File: src/rtl/bsg_gateway_chip_io_link_loopback_tester.sv
// Loopback traffic endpoint: sends seed+k packets on a ready_and link and checks the returned stream in order.
// Latency: TX data is registered state, RX is checked in the cycle of transfer; v never depends on the incoming ready.
module bsg_gateway_chip_io_link_loopback_tester #(
    parameter int width_p           = 32,
    parameter int num_packets_p     = 256,
    parameter int max_outstanding_p = 16,
    parameter int timeout_p         = 4096,
    localparam int link_sif_width_lp = width_p + 2,
    localparam int cnt_w_lp          = $clog2(num_packets_p + 1)
) (
    input  logic                         clk_i,
    input  logic                         reset_n_i,
    input  logic                         start_i,
    input  logic [width_p-1:0]           seed_i,
    input  logic                         rx_stall_i,
    input  logic [link_sif_width_lp-1:0] link_i,
    output logic [link_sif_width_lp-1:0] link_o,
    output logic                         busy_o,
    output logic                         done_o,
    output logic                         pass_o,
    output logic                         timeout_o,
    output logic [15:0]                  error_count_o,
    output logic [cnt_w_lp-1:0]          sent_count_o,
    output logic [cnt_w_lp-1:0]          recv_count_o,
    output logic [width_p-1:0]           first_err_data_o
);
    localparam int tmo_w_lp = $clog2(timeout_p + 1);

    typedef enum logic [1:0] {ST_IDLE, ST_SEND, ST_DRAIN, ST_DONE} state_e;

    state_e               state_q, state_d;
    logic [width_p-1:0]   seed_q, seed_d;
    logic [cnt_w_lp-1:0]  sent_q, sent_d, recv_q, recv_d;
    logic [tmo_w_lp-1:0]  tmo_q, tmo_d;
    logic                 timeout_q, timeout_d;
    logic [15:0]          err_q, err_d;
    logic [width_p-1:0]   first_err_q, first_err_d;

    logic                 tx_v, tx_fire, rx_rdy, rx_fire, active;
    logic [31:0]          outstanding;
    logic [width_p-1:0]   tx_data, rx_data, rx_exp;

    always_comb begin
        active      = (state_q == ST_SEND) || (state_q == ST_DRAIN);
        outstanding = 32'(sent_q - recv_q);
        // Counters only move on transfers, so v cannot fall before its own transfer.
        tx_v        = (state_q == ST_SEND) && (sent_q < cnt_w_lp'(num_packets_p))
                      && (outstanding < 32'(max_outstanding_p));
        tx_data     = seed_q + width_p'(sent_q);
        tx_fire     = tx_v && link_i[0];
        rx_rdy      = active && !rx_stall_i && (recv_q < sent_q);
        rx_data     = link_i[width_p:1];
        rx_fire     = link_i[width_p+1] && rx_rdy;
        rx_exp      = seed_q + width_p'(recv_q);
    end

    always_comb begin
        state_d     = state_q;
        seed_d      = seed_q;
        sent_d      = sent_q;
        recv_d      = recv_q;
        tmo_d       = tmo_q;
        timeout_d   = timeout_q;
        err_d       = err_q;
        first_err_d = first_err_q;
        case (state_q)
            ST_IDLE, ST_DONE: begin
                if (start_i) begin
                    state_d     = ST_SEND;
                    seed_d      = seed_i;
                    sent_d      = '0;
                    recv_d      = '0;
                    tmo_d       = '0;
                    timeout_d   = 1'b0;
                    err_d       = '0;
                    first_err_d = '0;
                end
            end
            default: begin
                if (tx_fire) begin
                    sent_d = sent_q + cnt_w_lp'(1);
                    if (sent_q == cnt_w_lp'(num_packets_p - 1)) state_d = ST_DRAIN;
                end
                if (rx_fire) begin
                    recv_d = recv_q + cnt_w_lp'(1);
                    if (rx_data != rx_exp) begin
                        if (err_q != 16'hFFFF) err_d = err_q + 16'd1;
                        if (err_q == 16'd0) first_err_d = rx_data;
                    end
                    if (state_q == ST_DRAIN && recv_q == cnt_w_lp'(num_packets_p - 1)) state_d = ST_DONE;
                end
                // Idle watchdog: only runs while words are owed back and none arrive.
                if (rx_fire || recv_q == sent_q) begin
                    tmo_d = '0;
                end else if (tmo_q == tmo_w_lp'(timeout_p - 1)) begin
                    state_d   = ST_DONE;
                    timeout_d = 1'b1;
                end else begin
                    tmo_d = tmo_q + tmo_w_lp'(1);
                end
            end
        endcase
    end

    always_ff @(posedge clk_i or negedge reset_n_i) begin
        if (!reset_n_i) begin
            state_q     <= ST_IDLE;
            seed_q      <= '0;
            sent_q      <= '0;
            recv_q      <= '0;
            tmo_q       <= '0;
            timeout_q   <= 1'b0;
            err_q       <= '0;
            first_err_q <= '0;
        end else begin
            state_q     <= state_d;
            seed_q      <= seed_d;
            sent_q      <= sent_d;
            recv_q      <= recv_d;
            tmo_q       <= tmo_d;
            timeout_q   <= timeout_d;
            err_q       <= err_d;
            first_err_q <= first_err_d;
        end
    end

    assign link_o           = {tx_v, (tx_v ? tx_data : {width_p{1'b0}}), rx_rdy};
    assign busy_o           = active;
    assign done_o           = (state_q == ST_DONE);
    assign pass_o           = (state_q == ST_DONE) && (err_q == 16'd0) && !timeout_q;
    assign timeout_o        = timeout_q;
    assign error_count_o    = err_q;
    assign sent_count_o     = sent_q;
    assign recv_count_o     = recv_q;
    assign first_err_data_o = first_err_q;
endmodule

File: config.mk
export PLATFORM = sky130hd
export DESIGN_NAME = bsg_gateway_chip_io_link_loopback_tester
export DESIGN_NICKNAME = d
export VERILOG_FILES = /design/src/rtl/bsg_gateway_chip_io_link_loopback_tester.sv
export SDC_FILE = /design/constraint.sdc
export NUM_CORES = 1
export LEC_CHECK = 0
export CORE_UTILIZATION = 35
export CTS_CLUSTER_DIAMETER = 120
export DETAILED_ROUTE_END_ITERATION = 8
export MAX_ROUTING_LAYER = met4
export PLACE_DENSITY_LB_ADDON = 0.12
export SYNTH_ARGS = -nofsm -noshare
export SYNTH_HDL_FRONTEND = slang
export SYNTH_SLANG_ARGS = --single-unit
File: constraint.sdc
create_clock -name clk_i -period 3.5 [get_ports clk_i]
set_input_delay 0.7 -clock clk_i [delete_from_list [all_inputs] [get_ports clk_i]]
set_output_delay 0.7 -clock clk_i [all_outputs]
set_load 0.02 [all_outputs]
---- Word-level counts from Yosys, hierarchy flattened ----
Cells that the tools add are included.
word-level totals
  flip-flop bits (word level) ............. 114
  bits of input ports ..................... 70
  output and inout bits ................... 104
operators by class
  $add $sub $neg .......................... 7
  magnitude comparators ................... 3
  eq/ne operators ......................... 12
  muxes and demuxes ....................... 32
  reductions and logical operators ........ 29
operators by type and width
  operator                 number
  $mux W32                 6
  $mux W16                 5
  $add A32 B9 Y32          2
  $mux W13                 4
  $mux W9                  5
  $lt A32 B5 Y1 const B    1
  $ne A32 B32 Y1           1
  $add A9 B1 Y9 const B    2
  $eq A9 B8 Y1 const B     2
  $add A16 B1 Y16 const B  1
  $logic_not A16 Y1        1
  $mux W2                  8
  $ne A16 B16 Y1 const B   1
  $add A13 B1 Y13 const B  1
  $eq A13 B12 Y1 const B   1
  $reduce_bool A2 Y1       6
  $sub A9 B9 Y10           1
  $eq A9 B9 Y1             1
  $logic_and A1 B1 Y1      9
  $lt A9 B9 Y1             1
  $lt A9 B9 Y1 const B     1
  $reduce_and A2 Y1        4
  $reduce_and A4 Y1        2
  $eq A2 B2 Y1 const B     2
  other kinds (10)         15

---- Depth between registers and ports, before layout ----
Gate-level depths: netlist of run 1.
  depth after elaboration ................. 10
  depth in mapped cells ................... 14

---- Worst setup path before layout of run 1 ----
Ideal clock, no wire load.
  path type ............................... reg-to-output
  from .................................... register sent_q[0], in the netlist sent_count_o[0]
  to ...................................... output link_o[25]
  data arrival time ....................... 3.069 ns
  required time ........................... 2.800 ns
  setup slack ............................. -0.269 ns
  stages on the path, launching flop included .. 13
  path through ............................ dfrtp_1 -> ha_1 -> fa_1 -> a21o_1 -> a21oi_1 -> o21bai_1 -> a21oi_1 -> o21bai_1 -> a41oi_1 -> clkbuf_1 -> nor4_1 -> xnor2_1 -> nor2_1
on the way
  word-level cells in the longest chain between the ends .. 4
  elaborated cells on any way between the ends .. 7
RTL lines
  item                                                         RTL line  text
  start: declaration                                           33        logic [cnt_w_lp-1:0] sent_q, sent_d, recv_q, recv_d;
  start signal: assignment                                     118       sent_q <= sent_d;
  $sub A9 B9 Y10 / $lt A9 B9 Y1 (equally long branches)        45, 47
  $lt A32 B5 Y1 / $logic_and A1 B1 Y1 (equally long branches)  48, 47
  $logic_and A1 B1 Y1                                          48        && (outstanding < 32'(max_outstanding_p));
  $mux W32 (*)                                                 127       assign link_o = {tx_v, (tx_v ? tx_data : {width_p{1'b0}}), rx_rdy};
  end: declaration                                             17        output logic [link_sif_width_lp-1:0] link_o,
Mark *: on every way between the ends. The rest lies on a longest branch, timed or not.

---- Worst setup path in the final report of run 1 ----
  from .................................... register seed_q[0]
  to ...................................... output link_o[27]
on the way
  word-level cells in the longest chain between the ends .. 2
RTL lines
  item                      RTL line  text
  start: declaration        32        logic [width_p-1:0] seed_q, seed_d;
  start signal: assignment  108       seed_q <= '0;
  start signal: assignment  117       seed_q <= seed_d;
  $add A32 B9 Y32           49        tx_data = seed_q + width_p'(sent_q);
  $mux W32                  127
No other way between the ends.

==> impl_metrics.py, run 1 <==
metrics = {
    "synthesis": {
        "synth_top_area_share_pct": 35.4,
        "seq_area_frac_synth_pct": 35.4,
        "synth.avg_cell_area_um2": 8.47,
        "ys.flop_type": "dfrtp_1",
        "ys_ff_latch": 114,
        "synth_nets": 1061,
        "yosys.area.top_type": "dfrtp_1",
        "yosys_warnings": 0,
        "ys_async_sr_fraction_pct": 100,
        "synth.area.top_cells": "dfrtp_1 (35%), nand2_1 (8.2%), ha_1 (5.7%), xnor2_1 (5.1%), nor2_1 (3.2%)",
        "synth_area_mm2": 0.00806,
        "syn_inst": 952,
        "yosysUniqueCellTypes": 66,
        "synth-edff-count": 0,
    },
    "die": {
        "io_pins": 174,
        "start_util_pct": 35.6,
        "dieArea_mm2": 0.0236,
        "core_area_mm2": 0.0226,
        "die_w_um": 154,
        "fp.dieH_um": 154,
        "row_count": 55,
    },
    "outcome": {
        "status": "finished with violations",
        "violations": "setup timing",
    },
    "pwr": {
        "pwr_density_cell_mw_per_mm2": 835,
        "total_power_w": 0.0107,
        "p_leak_nw": 5.63,
        "peakVddDrop_mv": 0.359,
    },
    "layout": {
        "drive_gt1_share_pct": 29.3,
        "antenna_cells": 0,
        "n_fill_cell": 2031,
        "stdcell_count": 1543,
        "nNetsFinal": 1354,
        "area_growth_syn_to_layout_pct": 58.2,
    },
    "worst_setup_path": {
        "critPathKind": "reg -> out",
        "crit_fanout": 8,
        "start_kind": "flip-flop",
        "arrival_ns": 3.07,
        "endpoint_kind": "primary output",
        "required_ns": 2.80,
    },
    "clocking": {
        "clk_path_buf_depth": 2,
        "path_clk_slew_ns": 0.06,
        "clock_sink_count": 114,
        "cts_hold_buf": 0,
        "htreeDepth": 4,
        "worstSkewPairLatency_ns": 0.43,
        "cts_made_buffers": 17,
        "cts_tree": "done",
        "cts_root_buf": "clkbuf_16",
    },
    "routing": {
        "drc": 0,
        "routed-via-count": 8215,
        "dr.pass1.iters": 5,
        "ant_nets": 0,
        "viasPerCell": 5.32,
        "wire_per_inst_um": 18.9,
        "drt-total-wl_mm": 29.2,
        "drtIter0Drc": 567,
    },
    "global_routing": {
        "antenna_found_initial": 0,
        "grt_pass1_wl_mm": 45.2,
        "grt_pass1_vias": 8071,
        "grt-ovfl-total": 0,
        "grt_start_max_net_pins": 58,
        "track_usage_pct": 25.6,
    },
    "sta": {
        "period_needed_ns": 3.77,
        "setup_ws_ns": -0.266,
        "finalSetupViolCount": 67,
        "max_slew_margin_pct": 46.4,
        "worst_pin_slew_ns": 0.796,
        "rsz0062_at_grt": "true",
        "tns_ns": -7.66,
        "finalHoldViolations": 0,
        "skew_ns": 0.0125,
        "slew_violations": 0,
        "fmax_mhz": 266,
        "post-route-period-util_pct": 108,
    },
    "placement": {
        "gp_congestion": 0.946,
        "placed_cells": 1476,
        "dp_slack_ns": -0.441,
        "hpwl_mm": 20.5,
        "port_buffers": 173,
    },
    "min_path": {
        "hold_class": "in -> async",
    },
    "job": {
        "drv_cap": 0,
    },
}
==> kinds of logic after synthesis <==
| group | count (synthesis) | synth area share, % |
|---|---|---|
| buf+inv | 83 | 4.53 |
| flops | 114 | 35.4 |
| mux | 43 | 5.68 |
| compound gates | 158 | 13.1 |
| fa+ha+maj | 39 | 6.24 |
| simple gates | 442 | 27.1 |
| xor+xnor | 73 | 7.93 |
==> synth_stat cells (11+ instances only) <==
library cell    n
xor2_1         26
nor2b_1        26
or3_1          12
nor3_1         20
clkbuf_1       24
xnor2_1        47
nand3_1        33
and3_1         13
inv_1          34
nand4_1        24
o31ai_1        11
nand2_1       175
or4_1          20
buf_2          13
ha_1           37
dfrtp_1       114
mux2_1         17
mux2i_1        21
a21oi_1        30
o21ai_0        48
nor2_1         68
and2_1         12
==> path summary, 6_finish.rpt <==
kind | slack [ns] | from | end | cells past startpoint
min in group clk_i | 0.48 | tmo_q[11]$_DFFE_PN0P_ | tmo_q[11]$_DFFE_PN0P_ | 1
max | -0.27 | seed_q[0]$_DFFE_PN0P_ | link_o[27] | 14
max reg2reg | -0.13 | seed_q[0]$_DFFE_PN0P_ | first_err_data_o[0]$_DFFE_PN0P_ | 17
min | 0.31 | reset_n_i | sent_count_o[3]$_DFFE_PN0P_ | 1
min reg2reg | 0.48 | tmo_q[11]$_DFFE_PN0P_ | tmo_q[11]$_DFFE_PN0P_ | 1
max in group asynchronous | 2.34 | reset_n_i | error_count_o[14]$_DFFE_PN0P_ | 2
==> state kept, by name, summed over array words and instances, names as in the netlist <==
name              cells
tmo_q                13
timeout_o             1
first_err_data_o     32
sent_count_o          9
seed_q               32
recv_count_o          9
error_count_o        16
state_q               2
==> per-layer routing <==
| metal | share of wire (%) | global-route usage, % | vias up |
|---|---|---|---|
| met2 | 45 | 37.3 | 239 |
| met4 | 2.2 | 7.67 | 0 |
| met3 | 4.5 | 4.00 | 35 |
| met5 | 0 | - | - |
| met1 | 48 | 36.3 | 3999 |
| li1 | - | - | 3942 |
==> worst max-delay path, cell delays in order, from the launching register on <==
cell	delay (ns)
dfrtp_1	0.40
ha_2	0.20
fa_2	0.35
a21o_1	0.18
a21oi_2	0.16
o21bai_1	0.10
a21oi_2	0.18
o21bai_2	0.10
a41oi_2	0.21
buf_6	0.14
buf_12	0.13
nor4_2	0.06
xnor2_1	0.23
nor2_2	0.06
buf_6	0.13
==> layout make-up <==
cell class / instances / area [um^2] / share of cell area, %
clock inverter: 14 / 143 / 1.12
clock buffer: 18 / 439 / 3.44
sequential: 114 / 2860 / 22.4
timing repair buffer: 323 / 3160 / 24.8
tap: 285 / 357 / 2.80
inverter: 34 / 135 / 1.06
multi-input combinational: 755 / 5660 / 44.4
==> timing repair <==
| action | 4_1_cts | 5_1_grt |
|---|---|---|
| gates resized for setup | 294 | 105 |
| buffers inserted | 28 | 11 |
| endpoints found under the setup margin | 82 | 82 |
| pin swaps | 42 | 47 |
| cloned | 4 | 3 |
==> cell usage in the layout, fill, tap and decap left out, types with 10 or more instances in the layout <==
| cell type | instances |
|---|---|
| nand2_1 | 170 |
| clkdlybuf4s50_1 | 138 |
| buf_4 | 122 |
| dfrtp_1 | 111 |
| buf_6 | 45 |
| o21ai_0 | 42 |
| nor2_1 | 42 |
| xnor2_1 | 38 |
| ha_1 | 32 |
| inv_1 | 31 |
| nand3_1 | 31 |
| nor2b_1 | 25 |
| nand4_1 | 24 |
| xor2_1 | 21 |
| mux2i_1 | 20 |
| mux2_4 | 20 |
| clkbuf_16 | 20 |
| nor2_4 | 18 |
| a21oi_1 | 17 |
| and3_1 | 13 |
| nor3_1 | 13 |
| a21oi_2 | 12 |
| or4_1 | 12 |
| o31ai_1 | 11 |
| buf_12 | 10 |
==> through the flow <==
step	hold slack (ns)	utilization [%]	area, um^2
after CTS	0.335	54.0	12200
after global placement	0.461	48.0	10900
after global routing	0.366	56.3	12700
final	0.314	56.3	12700
after floorplan	0.404	-	8130
after detailed placement	0.471	48.0	10900
==> power by group <==
part	leakage, nW	internal [W]	total [W]	switching, W
Clock	0.284	0.00102	0.00173	0.000715
Combinational	3.88	0.00317	0.00663	0.00345
Sequential	1.47	0.00176	0.00229	0.000532
Total	5.63	0.00595	0.0107	0.00470
No activity file was read; power rests on OpenSTA's default activity.
==> run 2, diff against run 1 <==
--- a/config.mk
+++ b/config.mk
@@ -5,8 +5,9 @@
 export SDC_FILE = /design/constraint.sdc
 export NUM_CORES = 1
 export LEC_CHECK = 0
-export CORE_UTILIZATION = 35
+export CORE_UTILIZATION = 25
 export CTS_CLUSTER_DIAMETER = 120
+export CTS_CLUSTER_SIZE = 28
 export DETAILED_ROUTE_END_ITERATION = 8
 export MAX_ROUTING_LAYER = met4
 export PLACE_DENSITY_LB_ADDON = 0.12
==> run 2 against run 1 <==
Against the previous run:
- the run still ends with setup timing left
- register-to-register slack got worse by 0.02 ns
- first-iteration DRC count is 19% lower
- sequential power is 3% lower
- hold slack lost 0.033 ns
==> impl_metrics.py, run 2 (synthesis results as in run 1) <==
metrics = {
    "outcome": {
        "status": "finished with violations",
        "violations": "setup timing",
    },
    "worst_setup_path": {
        "required_ns": 2.80,
        "arrival_ns": 3.05,
        "max_stage_delay_ns": 0.40,
        "critPathTopFamily": "simple AND/OR/NAND/NOR gates",
        "crit_fanout": 6,
        "r2r_setup_slack_ns": -0.15,
        "endpoint_kind": "primary output",
        "start_kind": "flip-flop",
        "startpoint": "sent_count_o[1]$_DFFE_PN0P_",
        "crit_chain": "buf_6, ha_4, nor2b_4, o21a_1, o21ai_2, buf_4, nand2_2, nor3_2, o2111ai_2, or2_4, buf_12, buf_12, a21oi_4, buf_6",
        "r2r-start": "seed_q[0]$_DFFE_PN0P_",
        "slowest_stage": "dfrtp_2",
        "worst-path-buf-inv": 5,
        "critPathKind": "reg -> out",
    },
    "sta": {
        "tns_ns": -8.38,
        "slew_violations": 0,
        "max_slew_margin_pct": 45.1,
        "worst_pin_slew_ns": 0.823,
        "fmax_mhz": 267,
        "rsz0062_at_grt": "true",
        "finalSetupViolCount": 71,
        "holdWs_ns": 0.281,
        "setup_ws_ns": -0.250,
        "post-route-period-util_pct": 107,
        "skew_ns": 0.0145,
        "period_needed_ns": 3.75,
        "finalHoldViolations": 0,
    },
    "clocking": {
        "clk_path_buf_depth": 2,
        "clock_sink_count": 114,
        "cts_made_buffers": 17,
        "htreeDepth": 4,
        "cts_root_buf": "clkbuf_16",
        "cts_tree": "done",
        "path_clk_slew_ns": 0.07,
        "worstSkewPairLatency_ns": 0.43,
    },
    "job": {
        "drv_cap": 0,
    },
    "global_routing": {
        "grt-ovfl-total": 0,
        "grt_pass1_vias": 8216,
        "grt_start_max_net_pins": 58,
        "track_usage_pct": 20.2,
        "antenna_found_initial": 3,
        "grt_pass1_wl_mm": 49.0,
    },
    "placement": {
        "port_buffers": 173,
        "hpwl_mm": 23.8,
        "gp_congestion": 0.863,
        "placed_cells": 1613,
    },
    "layout": {
        "stdcell_count": 1690,
        "drive_gt1_share_pct": 29.8,
        "area_growth_syn_to_layout_pct": 62.7,
        "seq_area_mm2": 0.00286,
        "nNetsFinal": 1380,
        "n_fill_cell": 3165,
        "multiInputGateArea_mm2": 0.00562,
        "final_cell_mix": "nand2_1 (170), buf_4 (146), clkdlybuf4s50_1 (138)",
        "mostFrequentLayoutCell": "nand2_1",
    },
    "die": {
        "dieArea_mm2": 0.0330,
        "row_count": 65,
        "io_pins": 174,
        "fp.dieH_um": 182,
        "die_w_um": 182,
        "core_area_mm2": 0.0316,
        "start_util_pct": 25.5,
    },
    "routing": {
        "wire_per_inst_um": 19.1,
        "viasPerCell": 4.86,
        "drt-total-wl_mm": 32.2,
        "routed-via-count": 8217,
        "dr.pass1.iters": 7,
        "ant_nets": 0,
        "drtIter0Drc": 462,
        "drc": 0,
    },
    "min_path": {
        "hold_class": "in -> async",
    },
    "pwr": {
        "peakVddDrop_mv": 0.340,
        "pwr_density_cell_mw_per_mm2": 827,
        "total_power_w": 0.0108,
        "p_leak_nw": 5.73,
    },
}
## run 2: cell types whose count changed in the layout (fill, tap and decap cells not counted), sizes merged
cell,previous run,this run
diode,0,4
clkinvlp,1,4
bufinv,1,2
clkbuf,21,20
clkinv,4,5
inv,42,36
buf,181,209
## run 2: power breakdown
part,switching [W],internal (W),total (W)
Combinational,0.00354,0.00325,0.00679
Clock,0.000726,0.00110,0.00182
Sequential,0.000469,0.00176,0.00223
## run 2: cell type report
class                      count  share of cell area (%)
clock inverter                13                    1.15
inverter                      34                    1.05
antenna                        4                  0.0763
clock buffer                  19                    3.45
multi-input combinational    755                    42.9
tap                          402                    3.84
sequential                   114                    21.8
timing repair buffer         349                    25.8
## run 2: path summary, 6_finish.rpt
kind / endpoint / depth (start not counted)
max reg2reg: first_err_data_o[10]$_DFFE_PN0P_ / 16
max in group asynchronous: seed_q[16]$_DFFE_PN0P_ / 2
max: link_o[15] / 14
min in group clk_i: tmo_q[11]$_DFFE_PN0P_ / 1
min: tmo_q[4]$_DFFE_PN0P_ / 1
min reg2reg: tmo_q[11]$_DFFE_PN0P_ / 1
## run 2: repair_timing
item | CTS | global route
endpoints found under the setup margin | 82 | 83
gates resized for setup | 338 | 50
pin swaps | 83 | 38
cloned | 6 | 1
hold buffers | 0 | 0
buffers inserted | 21 | 15
## run 2: stage by stage
step	area [um^2]	worst slack [ns]	util, %
6_report	13100	-0.250	41.5
4_1_cts	12800	-0.307	40.3
2_1_floorplan	8130	-0.0255	-
5_1_grt	13100	-0.405	41.4
3_3_place_gp	11200	-0.371	35.4
3_5_place_dp	11200	-0.456	35.4
## run 2: routing by layer
metal,wire [um],global-route usage (%)
met1,14600,25.7
met2,15400,32.5
met3,1480,3.79
met4,750,5.97
met5,0,-
